### src/rtl/i2s_sample_fifo.sv
// i2s_sample_fifo
// Takes the 32-bit word and done pulse from the I2S receiver and keeps the
// left, right or both channels. Each kept word is turned into a
// sign-extended sample tagged with its channel. Samples are buffered in a
// first-word-fall-through FIFO. A level-based request tells the DMA
// controller to drain the FIFO, one entry per acknowledge.
module i2s_sample_fifo #(
  parameter int DEPTH       = 8,
  parameter int SAMPLE_BITS = 18,
  parameter int THRESHOLD   = 4
) (
  input  logic                       clk,
  input  logic                       rst,
  input  logic                       en,
  input  logic                       flush,
  input  logic [1:0]                 chan_mode,
  input  logic [31:0]                sample_in,
  input  logic                       sample_valid,
  input  logic                       ws_in,
  output logic                       dma_req,
  input  logic                       dma_ack,
  output logic [31:0]                rd_data,
  output logic                       rd_chan,
  output logic [$clog2(DEPTH):0]     level,
  output logic                       empty,
  output logic                       full,
  output logic                       ovf,
  output logic                       udf,
  input  logic                       clr_flags
);

  localparam int AW = $clog2(DEPTH);
  localparam int LW = AW + 1;
  localparam logic [LW-1:0] DEPTH_LVL  = LW'(DEPTH);
  localparam logic [LW-1:0] THRESH_LVL = LW'(THRESHOLD);

  // Storage: sample data and channel tag, indexed by the ring pointers
  logic [31:0]   dataMem [DEPTH];
  logic          chanMem [DEPTH];

  logic [AW-1:0] wrPtr_q, wrPtr_d;
  logic [AW-1:0] rdPtr_q, rdPtr_d;
  logic [LW-1:0] level_q, level_d;
  logic          ovf_q, ovf_d;
  logic          udf_q, udf_d;

  logic [31:0]   entry;
  logic          chanKeep;
  logic          pushReq;
  logic          popReq;
  logic          isEmpty;
  logic          isFull;
  logic          pushAcc;
  logic          popAcc;
  logic          ovfSet;
  logic          udfSet;

  // Keep the top SAMPLE_BITS of the word. An arithmetic right shift
  // sign-extends them from bit 31 in one step.
  assign entry = 32'($signed(sample_in) >>> (32 - SAMPLE_BITS));

  // Decide whether this word's channel is wanted.
  // chan_mode[1] keeps both channels. Otherwise bit 0 selects the ws level to keep.
  assign chanKeep = chan_mode[1] || (ws_in == chan_mode[0]);
  assign pushReq  = sample_valid && en && chanKeep;
  assign popReq   = dma_ack;

  assign isEmpty  = (level_q == '0);
  assign isFull   = (level_q == DEPTH_LVL);

  // A full FIFO can still take a push if a pop frees a slot in the same cycle.
  // Full implies non-empty, so that pop is always accepted.
  assign popAcc   = popReq && !isEmpty;
  assign pushAcc  = pushReq && (!isFull || popReq);
  assign ovfSet   = pushReq && isFull && !popReq;
  assign udfSet   = popReq && isEmpty;

  // Next-state pointers, level and sticky flags.
  // Flush clears the ring and leaves the flags alone.
  always_comb begin
    wrPtr_d = wrPtr_q;
    rdPtr_d = rdPtr_q;
    level_d = level_q;
    ovf_d   = ovf_q;
    udf_d   = udf_q;
    if (flush) begin
      wrPtr_d = '0;
      rdPtr_d = '0;
      level_d = '0;
    end else begin
      if (pushAcc) begin
        wrPtr_d = wrPtr_q + 1'b1;
      end
      if (popAcc) begin
        rdPtr_d = rdPtr_q + 1'b1;
      end
      case ({pushAcc, popAcc})
        2'b10:   level_d = level_q + 1'b1;
        2'b01:   level_d = level_q - 1'b1;
        default: level_d = level_q;
      endcase
      // A new event wins over a simultaneous clear.
      if (ovfSet) begin
        ovf_d = 1'b1;
      end else if (clr_flags) begin
        ovf_d = 1'b0;
      end
      if (udfSet) begin
        udf_d = 1'b1;
      end else if (clr_flags) begin
        udf_d = 1'b0;
      end
    end
  end

  // Control state registers with synchronous reset
  always_ff @(posedge clk) begin
    if (rst) begin
      wrPtr_q <= '0;
      rdPtr_q <= '0;
      level_q <= '0;
      ovf_q   <= 1'b0;
      udf_q   <= 1'b0;
    end else begin
      wrPtr_q <= wrPtr_d;
      rdPtr_q <= rdPtr_d;
      level_q <= level_d;
      ovf_q   <= ovf_d;
      udf_q   <= udf_d;
    end
  end

  // Write the formatted sample into the tail slot.
  // Reset and flush discard any push made in the same cycle.
  always_ff @(posedge clk) begin
    if (!rst && !flush && pushAcc) begin
      dataMem[wrPtr_q] <= entry;
      chanMem[wrPtr_q] <= ws_in;
    end
  end

  // Show the head entry straight from storage (fall-through).
  // The output is forced to zero while empty, so reset leaves it at zero.
  always_comb begin
    rd_data = '0;
    rd_chan = 1'b0;
    if (!isEmpty) begin
      rd_data = dataMem[rdPtr_q];
      rd_chan = chanMem[rdPtr_q];
    end
  end

  assign level   = level_q;
  assign empty   = isEmpty;
  assign full    = isFull;
  assign dma_req = (level_q >= THRESH_LVL);
  assign ovf     = ovf_q;
  assign udf     = udf_q;

endmodule
### config.mk
export PLATFORM = sky130hd
export DESIGN_NAME = i2s_sample_fifo
export DESIGN_NICKNAME = d
export VERILOG_FILES = /design/src/rtl/i2s_sample_fifo.sv
export SDC_FILE = /design/constraint.sdc
export NUM_CORES = 1
export LEC_CHECK = 0
export BUFFER_PORTS_ARGS = -buffer_cell sky130_fd_sc_hd__buf_4
export CAP_MARGIN = 0
export CORE_ASPECT_RATIO = 1.25
export CORE_MARGIN = 2
export CORE_UTILIZATION = 52
export CTS_CLUSTER_SIZE = 14
export DETAILED_ROUTE_END_ITERATION = 8
export PLACE_DENSITY = 0.76
export SLEW_MARGIN = 5
export SYNTH_ARGS = -nofsm -noshare
export SYNTH_HDL_FRONTEND = slang
export SYNTH_SLANG_ARGS = --single-unit
### constraint.sdc
create_clock -name clk -period 3.3 [get_ports clk]
set_clock_uncertainty 0.2 [all_clocks]
set_input_delay 0.66 -clock clk [delete_from_list [all_inputs] [get_ports clk]]
set_output_delay 0.66 -clock clk [all_outputs]
set_load 0.005 [all_outputs]
==> impl_metrics.env, run 1 <==
export IMPL_outcome="finished, final reports clean"
export IMPL_ioPinCount=84
export IMPL_seq_power_share_pct=54.3
export IMPL_regArea_mm2=0.00487
export IMPL_placedInstanceArea_mm2=0.00738
export IMPL_ys_types=34
export IMPL_drc=0
export IMPL_cts_sinks=167
export IMPL_p_int_mw=3.43
export IMPL_grt_pass1_vias=3440
export IMPL_setup_viol=0
export IMPL_crit_chain="buf_4 -> mux4_2 -> mux2i_1 -> nor2_1 -> buf_4"
export IMPL_crit_path_end_kind="output pin"
export IMPL_multiInputGateArea_mm2=0.00160
export IMPL_die_h_um=130
export IMPL_dr_total_vias=3371
export IMPL_numCtsBuffers=17
export IMPL_clock_latency_ns=0.41
export IMPL_first_pass_iters=4
export IMPL_start_util_pct=52.7
export IMPL_diodes=0
export IMPL_fin_crit_sh_pct=92.0
export IMPL_fill_cells=841
export IMPL_rows=46
export IMPL_async_flop_share_pct=0
export IMPL_finalHoldViolCount=0
export IMPL_drv_cap=0
export IMPL_swShare_pct=19.6
export IMPL_finalCriticalPeriod_ns=3.04
export IMPL_die_area_mm2=0.0137
export IMPL_whs_path_depth=2
export IMPL_grt_antenna_before_repair=0
export IMPL_p_clk_share_pct=42.3
export IMPL_postRouteAntennaNets=0
export IMPL_worst_setup_path_type="reg -> out"
export IMPL_post_dp_hpwl_mm=7.60
export IMPL_netlist_area_mm2=0.00664
export IMPL_rsz0062_at_grt="no"
export IMPL_globalplace_congestion=0.682
export IMPL_ir_worst_vdd_mv=0.335
export IMPL_holdWs_ns=0.220
export IMPL_core_area_mm2=0.0126
export IMPL_finalNetCount=472
export IMPL_hp_class="in -> reg"
export IMPL_clockBufferDepth=2
export IMPL_drt_iter0_markers=282
export IMPL_worstPathArrival_ns=2.18
export IMPL_post_route_util_pct=62.9
export IMPL_p_sw_uw=835
export IMPL_tns_ns=0
export IMPL_syn2layout_area_growth_pct=19.4
export IMPL_avgViaCountPerCell=5.56
export IMPL_layout_common_cells="edfxtp_1 (152), buf_4 (86), mux4_2 (38), nor2_1 (36), mux2i_1 (21)"
export IMPL_crit_fanout=12
export IMPL_combPwrFrac_pct=3.4
export IMPL_synth_edf_count=152
export IMPL_grt_max_degree=25
export IMPL_cts_resized=0
export IMPL_maxSlewViolCount=0
export IMPL_tightest_slew_ns=0.813
export IMPL_cts_hold_buf=0
export IMPL_grt_pass1_wl_mm=18.9
export IMPL_wirelength_mm=12.3
export IMPL_track_usage_pct=19.1
export IMPL_p_per_area_mw_per_mm2=538
export IMPL_p_leak_nw=2.67
export IMPL_tritoncts="yes"
export IMPL_final_common_cell="edfxtp_1"
export IMPL_fin_area_mm2=0.00793
export IMPL_critical_path_slowest_cell="mux4_2"
export IMPL_start_kind="flip-flop"
export IMPL_ys_flop_type="edfxtp_1"
export IMPL_worst_r2r_cell_count=10
export IMPL_fmax_mhz=329
export IMPL_grt_overflow_total=0
export IMPL_syn_area_per_cell_um2=19.1
export IMPL_syn_inst=347
export IMPL_synth_nets=394
export IMPL_die_w_um=105
export IMPL_post_route_cells_drive_above_1_share_pct=37.9
export IMPL_slew_headroom_pct=45.6
export IMPL_htree_levels=4
export IMPL_cts_clk_slew_worst_paths_ns=0.06
export IMPL_wire_per_inst_um=20.3
export IMPL_crit_required_ns=2.44
export IMPL_seq_area_frac_synth_pct=73.2
export IMPL_crit_top_cell="buf_4"
export IMPL_io_buffers=69
export IMPL_clockRootBuffer="clkbuf_16"
export IMPL_post_cts_buffers=0
export IMPL_yosys_warnings=0
export IMPL_max_stage_delay_ns=0.54
export IMPL_yosys_register_bits=167
[layout make-up]
| type | instances | share of cell area, % |
|---|---|---|
| multi-input cells | 146 | 20.1 |
| well taps | 168 | 2.65 |
| clock inverters | 11 | 0.884 |
| clock buffers | 21 | 6.09 |
| inverters | 5 | 0.237 |
| flip-flops and latches | 167 | 61.4 |
| repair buffers | 88 | 8.65 |
[power groups by stage]
stage	clock [mW]	combinational, mW	sequential (mW)
2_1_floorplan	0	0.0660	2.36
3_3_place_gp	0	0.141	2.36
3_5_place_dp	0	0.148	2.36
4_1_cts	1.84	0.148	2.32
5_1_grt	1.93	0.160	2.32
6_report	1.80	0.146	2.32
[worst paths after layout]
check             startpoint         end  slack, ns
setup / recovery   flip-flop  rd_data[3]       0.26
hold / removal           rst         ovf       0.22
setup reg to reg    level[1]    level[2]       0.55
hold reg to reg          ovf         ovf       0.27
[flip-flops by register name (all words and copies together) (netlist names), named ones only]
| register | count |
|---|---|
| dataMem | 144 |
| ovf | 1 |
| udf | 1 |
| chanMem | 8 |
| rdPtr_q | 3 |
| level | 4 |
| wrPtr_q | 3 |
[worst max-delay path: cells and delay by family, from the launching register on]
family / cells / cell delay (ns)
multiplexers: 2 / 0.71
flip-flops: 1 / 0.51
AND/OR/NAND/NOR: 1 / 0.06
buffers and inverters: 2 / 0.46
[metal layers]
layer	vias to the layer above	global-route usage, %	share of wire [%]
met3	21	4.75	5.7
met5	-	0	0
met4	0	7.61	1.5
li1	1515	-	-
met2	103	33.0	53
met1	1732	23.5	40
[synthesized netlist by cell type, types with 2 or more instances]
cell type / n / share of area, %
inv_1: 4 / 0.23
buf_4: 15 / 1.7
nand2_1: 7 / 0.40
or3_1: 2 / 0.19
nand2b_1: 2 / 0.19
mux4_2: 38 / 13
clkbuf_1: 6 / 0.34
or2_2: 2 / 0.19
xnor2_1: 2 / 0.26
edfxtp_1: 152 / 69
dfxtp_1: 15 / 4.5
xor2_1: 5 / 0.66
buf_2: 7 / 0.53
ha_1: 5 / 0.94
mux2i_1: 21 / 3.2
nand4_1: 2 / 0.19
nor2_1: 36 / 2.0
nand3_1: 2 / 0.15
a21oi_1: 6 / 0.45
o21ai_0: 4 / 0.30
[cells by family (layout without fill, tap and decap cells)]
family	Yosys count	count (layout)	synth area share, %
mux	59	59	16.0
buf+inv	34	125	2.90
simple gates	62	62	4.54
flops	167	167	73.2
fa+ha+maj	5	5	0.942
xor+xnor	7	7	0.923
compound gates	13	13	1.41
[through the flow]
step                cells  worst slack, ns  power [mW]
floorplan             347          0.00385        2.43
global placement      574            0.327        2.50
detailed placement    574            0.279        2.51
CTS                   606            0.192        4.30
global route          606           0.0845        4.40
finish                606            0.263        4.27
Note: power is estimated with default switching activity, not from simulation.
==> run 2: changes to the inputs <==
Settings changed: CORE_UTILIZATION 52 to 57, PLACE_DENSITY 0.76 to 0.79.
Clock period 3.3 ns to 3.2 ns, I/O delays scaled along.
==> impl_metrics.env, run 2 (synthesis results as in run 1) <==
export IMPL_outcome="finished, final reports clean"
export IMPL_crit_buf_inv=2
export IMPL_ir_worst_vdd_mv=0.393
export IMPL_post_route_cells_drive_above_1_share_pct=36.9
export IMPL_layout_common_cells="edfxtp_1 (152), buf_4 (85), mux4_2 (38), nor2_1 (35), mux2i_1 (21)"
export IMPL_die_h_um=125
export IMPL_drc=0
export IMPL_wire_per_inst_um=22.5
export IMPL_crit_path_end_kind="output pin"
export IMPL_tns_ns=0
export IMPL_rows=44
export IMPL_tritoncts="yes"
export IMPL_regMostFlops="dataMem"
export IMPL_clock_latency_ns=0.41
export IMPL_timing_rr_start="level[1]"
export IMPL_drv_cap=0
export IMPL_worst_setup_path_type="reg -> out"
export IMPL_avgViaCountPerCell=5.87
export IMPL_maxSlewViolCount=0
export IMPL_max_stage_delay_ns=0.60
export IMPL_grt_max_degree=33
export IMPL_clockRootBuffer="clkbuf_16"
export IMPL_globalplace_congestion=0.726
export IMPL_start_util_pct=57.7
export IMPL_p_leak_nw=2.70
export IMPL_clockBufferDepth=2
export IMPL_htree_levels=4
export IMPL_crit_chain="buf_12 -> mux4_2 -> mux2i_1 -> nor2_1 -> buf_4"
export IMPL_regArea_mm2=0.00487
export IMPL_syn2layout_area_growth_pct=20.4
export IMPL_numCtsBuffers=17
export IMPL_ioPinCount=84
export IMPL_finalCriticalPeriod_ns=2.98
export IMPL_wl_met2_mm=6.94
export IMPL_critical_path_slowest_cell="dfxtp_1"
export IMPL_tightest_slew_ns=0.532
export IMPL_first_pass_iters=4
export IMPL_grt_antenna_before_repair=0
export IMPL_post_route_util_pct=69.5
export IMPL_fmax_mhz=335
export IMPL_fill_cells=706
export IMPL_fin_area_mm2=0.00800
export IMPL_track_usage_pct=22.2
export IMPL_post_cts_buffers=0
export IMPL_largest_reg_flops=144
export IMPL_cts_sinks=167
export IMPL_min_from="rst"
export IMPL_multiInputGateArea_mm2=0.00160
export IMPL_cts_resized=0
export IMPL_placedInstanceArea_mm2=0.00737
export IMPL_slew_headroom_pct=64.5
export IMPL_drt_iter0_markers=271
export IMPL_cts_clk_slew_worst_paths_ns=0.06
export IMPL_die_area_mm2=0.0125
export IMPL_finalNetCount=473
export IMPL_start_kind="flip-flop"
export IMPL_wl_met3_um=736
export IMPL_crit_fanout=32
export IMPL_rsz0062_at_grt="no"
export IMPL_cp_top_family="flip-flops"
export IMPL_core_area_mm2=0.0115
export IMPL_hp_class="in -> reg"
export IMPL_dr_total_vias=3386
export IMPL_post_dp_hpwl_mm=7.53
export IMPL_wirelength_mm=13.0
export IMPL_grt_pass1_vias=3510
export IMPL_crit_required_ns=2.36
export IMPL_postRouteAntennaNets=0
export IMPL_finalHoldViolCount=0
export IMPL_io_buffers=69
export IMPL_fin_crit_sh_pct=93.1
export IMPL_final_common_cell="edfxtp_1"
export IMPL_met1_length_mm=5.15
export IMPL_die_w_um=101
export IMPL_grt_overflow_total=0
export IMPL_p_per_area_mw_per_mm2=586
export IMPL_worstPathArrival_ns=2.14
export IMPL_grt_pass1_wl_mm=19.9
export IMPL_cts_hold_buf=0
export IMPL_diodes=0
export IMPL_setup_viol=0
export IMPL_top_layer="met4"
run 2: cell types whose count changed in the layout (fill, tap and decap cells not counted), moves of 2 or more:
| cell | before | now |
|---|---|---|
| clkbuf_16 | 19 | 17 |
| buf_12 | 2 | 4 |
| clkinv_2 | 6 | 0 |
| clkbuf_1 | 2 | 6 |
| bufinv_16 | 0 | 5 |
| clkinv_1 | 0 | 2 |
run 2: power breakdown:
group | switching (mW) | leakage, nW | internal, mW
Clock | 0.762 | 0.295 | 1.38
Combinational | 0.0785 | 0.913 | 0.0740
Sequential | 0.00573 | 1.49 | 2.38
Total | 0.847 | 2.70 | 3.84
run 2: worst paths after layout:
| kind | end | slack (ns) | depth (start not counted) |
|---|---|---|---|
| min | udf | 0.20 | 2 |
| max reg2reg | level[2] | 0.39 | 10 |
| max | rd_data[4] | 0.22 | 5 |
| min reg2reg | ovf | 0.27 | 2 |
run 2: cell type report:
type | instances | share of cell area [%]
Sequential cell | 167 | 60.9
Multi-Input combinational cell | 146 | 20.0
Timing Repair Buffer | 89 | 8.98
Clock buffer | 23 | 5.60
Clock inverter | 9 | 2.17
Tap cell | 138 | 2.16
Inverter | 5 | 0.235
run 2: worst reg2reg max path, delay by kind of cell (launching register included):
family / cells / cell delay (ns)
buf+inv: 1 / 0.12
flops: 1 / 0.53
simple gates: 2 / 0.47
xor+xnor: 2 / 0.27
compound gates: 3 / 0.67
fa+ha+maj: 2 / 0.49
run 2: routing by layer:
| layer | up-vias | GRT usage [%] |
|---|---|---|
| li1 | 1516 | - |
| met1 | 1742 | 28.6 |
| met2 | 117 | 37.6 |
| met3 | 11 | 5.84 |
| met4 | 0 | 5.88 |
| met5 | - | 0 |
run 2: per-stage QoR:
step / hold slack, ns / instances / setup WS (ns) / power [mW]
2_1_floorplan: 0.242 / 347 / 0.163 / 2.50
3_3_place_gp: 0.244 / 545 / 0.223 / 2.58
3_5_place_dp: 0.259 / 545 / 0.142 / 2.59
4_1_cts: 0.191 / 577 / 0.0252 / 4.71
5_1_grt: 0.196 / 577 / 0.0855 / 4.82
6_report: 0.203 / 577 / 0.219 / 4.69
==> run 3: changes to the inputs <==
Settings changed: RECOVER_POWER set to 100.
==> impl_metrics.env, run 3 (synthesis results as in run 1) <==
export IMPL_start_kind="flip-flop"
export IMPL_rows=44
export IMPL_fill_cells=745
export IMPL_tightest_slew_ns=0.677
export IMPL_p_clk_share_pct=45.9
export IMPL_fmax_mhz=336
export IMPL_worst_r2r_setup_slack_ns=0.38
export IMPL_slew_headroom_pct=54.9
export IMPL_post_cts_buffers=0
export IMPL_tns_ns=0
export IMPL_swShare_pct=18.2
export IMPL_combPwrFrac_pct=3.0
export IMPL_layout_common_cells="edfxtp_1 (152), mux4_2 (38), clkbuf_4 (36), nor2_1 (35), clkbuf_1 (33)"
export IMPL_whs_path_depth=2
export IMPL_worst_r2r_cell_count=6
export IMPL_grt_pass1_vias=3510
export IMPL_io_buffers=69
export IMPL_finalNetCount=473
export IMPL_clockBufferDepth=2
export IMPL_die_h_um=125
export IMPL_syn2layout_area_growth_pct=18.0
export IMPL_hp_class="in -> reg"
export IMPL_tritoncts="yes"
export IMPL_regMostFlops="dataMem"
export IMPL_crit_chain="buf_4 -> mux4_2 -> mux2i_1 -> nor2_1 -> clkbuf_4"
export IMPL_crit_required_ns=2.36
export IMPL_post_dp_hpwl_mm=7.53
export IMPL_first_pass_iters=4
export IMPL_ioPinCount=84
export IMPL_track_usage_pct=22.2
export IMPL_drt_iter0_markers=271
export IMPL_dr_total_vias=3364
export IMPL_diodes=0
export IMPL_seq_power_share_pct=51.1
export IMPL_pre_cts_ws_ns=0.142
export IMPL_drc=0
export IMPL_avgViaCountPerCell=5.83
export IMPL_cts_hold_buf=0
export IMPL_outcome="finished, final reports clean"
export IMPL_crit_fanout=12
export IMPL_crit_path_end_kind="output pin"
export IMPL_cts_sinks=167
export IMPL_power_mw=4.68
export IMPL_clock_latency_ns=0.41
export IMPL_timing_rr_start="level[1]"
export IMPL_clockRootBuffer="clkbuf_16"
export IMPL_p_leak_nw=2.56
export IMPL_worstReg2RegEnd="dataMem[3][15]"
export IMPL_dp_cells=545
export IMPL_grt_overflow_total=0
export IMPL_post_route_cells_drive_above_1_share_pct=30.3
export IMPL_min_from="rst"
export IMPL_postRouteAntennaNets=0
export IMPL_start_util_pct=57.7
export IMPL_critical_path_slowest_cell="mux4_2"
export IMPL_worstPathArrival_ns=2.14
export IMPL_p_per_area_mw_per_mm2=597
export IMPL_core_area_mm2=0.0115
export IMPL_max_stage_delay_ns=0.56
export IMPL_fin_ws_ns=0.225
export IMPL_fin_crit_sh_pct=93.0
export IMPL_grt_pass1_wl_mm=19.9
export IMPL_final_cells=577
export IMPL_wirelength_mm=13.0
export IMPL_maxSlewViolCount=0
export IMPL_cts_clk_slew_worst_paths_ns=0.06
export IMPL_holdWs_ns=0.206
export IMPL_grt_max_degree=33
export IMPL_die_w_um=101
export IMPL_worst_setup_path_type="reg -> out"
export IMPL_grt_antenna_before_repair=0
export IMPL_p_int_mw=3.83
export IMPL_finalHoldViolCount=0
export IMPL_hold_end="udf"
export IMPL_globalplace_congestion=0.726
export IMPL_p_sw_uw=850
export IMPL_die_area_mm2=0.0125
export IMPL_finalCriticalPeriod_ns=2.98
export IMPL_wire_per_inst_um=22.5
export IMPL_largest_reg_flops=144
export IMPL_rsz0062_at_grt="no"
export IMPL_setup_viol=0
export IMPL_drv_cap=0
export IMPL_numCtsBuffers=17
export IMPL_ir_worst_vdd_mv=0.383
export IMPL_final_common_cell="edfxtp_1"
export IMPL_htree_levels=4
[run 3: changes by cell type in the layout (fill, tap and decap cells not counted), moves of 2 or more]
cell / before / now
clkbuf_2: 0 / 7
clkbuf_1: 6 / 33
buf_12: 4 / 2
buf_4: 85 / 16
clkbuf_4: 0 / 36
[run 3: worst max-delay path, delay by kind of cell (launching register included)]
family / cells / cell delay (ns)
DFF: 1 / 0.45
and+or+nand+nor: 1 / 0.06
muxes: 2 / 0.75
buffers and inverters: 2 / 0.45
[run 3: layer usage]
metal	global-route usage, %	routed length [um]
met5	0	0
met4	5.88	151
met3	5.84	630
met2	37.6	6960
met1	28.6	5230
[run 3: final cells by class]
type | instances | area [um2] | share of cell area (%)
repair buffers | 89 | 572 | 7.29
multi-input cells | 146 | 1590 | 20.3
clock buffers | 23 | 448 | 5.71
flip-flops and latches | 167 | 4870 | 62.1
inverters | 5 | 18.8 | 0.239
clock inverters | 9 | 174 | 2.22
well taps | 138 | 173 | 2.20
[run 3: power by group through the flow]
stage / Clock (mW) / Sequential [mW] / Combinational (mW)
5_1_grt: 2.26 / 2.39 / 0.153
4_1_cts: 2.17 / 2.39 / 0.154
3_3_place_gp: 0 / 2.44 / 0.146
3_5_place_dp: 0 / 2.44 / 0.153
2_1_floorplan: 0 / 2.44 / 0.0680
6_report: 2.15 / 2.39 / 0.138
[run 3: through the flow]
stage / instance area [um2] / util, %
2_1_floorplan: 6650 / -
3_3_place_gp: 7370 / 64.1
3_5_place_dp: 7370 / 64.1
4_1_cts: 7990 / 69.5
5_1_grt: 7840 / 68.1
6_report: 7840 / 68.1
[run 3: worst max path at each step]
stage,from,to,slack [ns],cells past startpoint
3_5_place_dp,ws_in,level[2],0.14,11
2_1_floorplan,chan_mode[0],chanMem[1],0.16,5
5_1_grt,ws_in,dataMem[3][15],0.05,7
6_report,flip-flop,rd_chan,0.22,5
4_1_cts,flip-flop,rd_data[29],0.03,4
3_3_place_gp,ws_in,level[2],0.22,11
[run 3: repair_timing]
| item | CTS | global route |
|---|---|---|
| endpoints found under the hold margin | 0 | 0 |
| setup endpoints to repair | 0 | 15 |
| gates resized for setup | 0 | 1 |
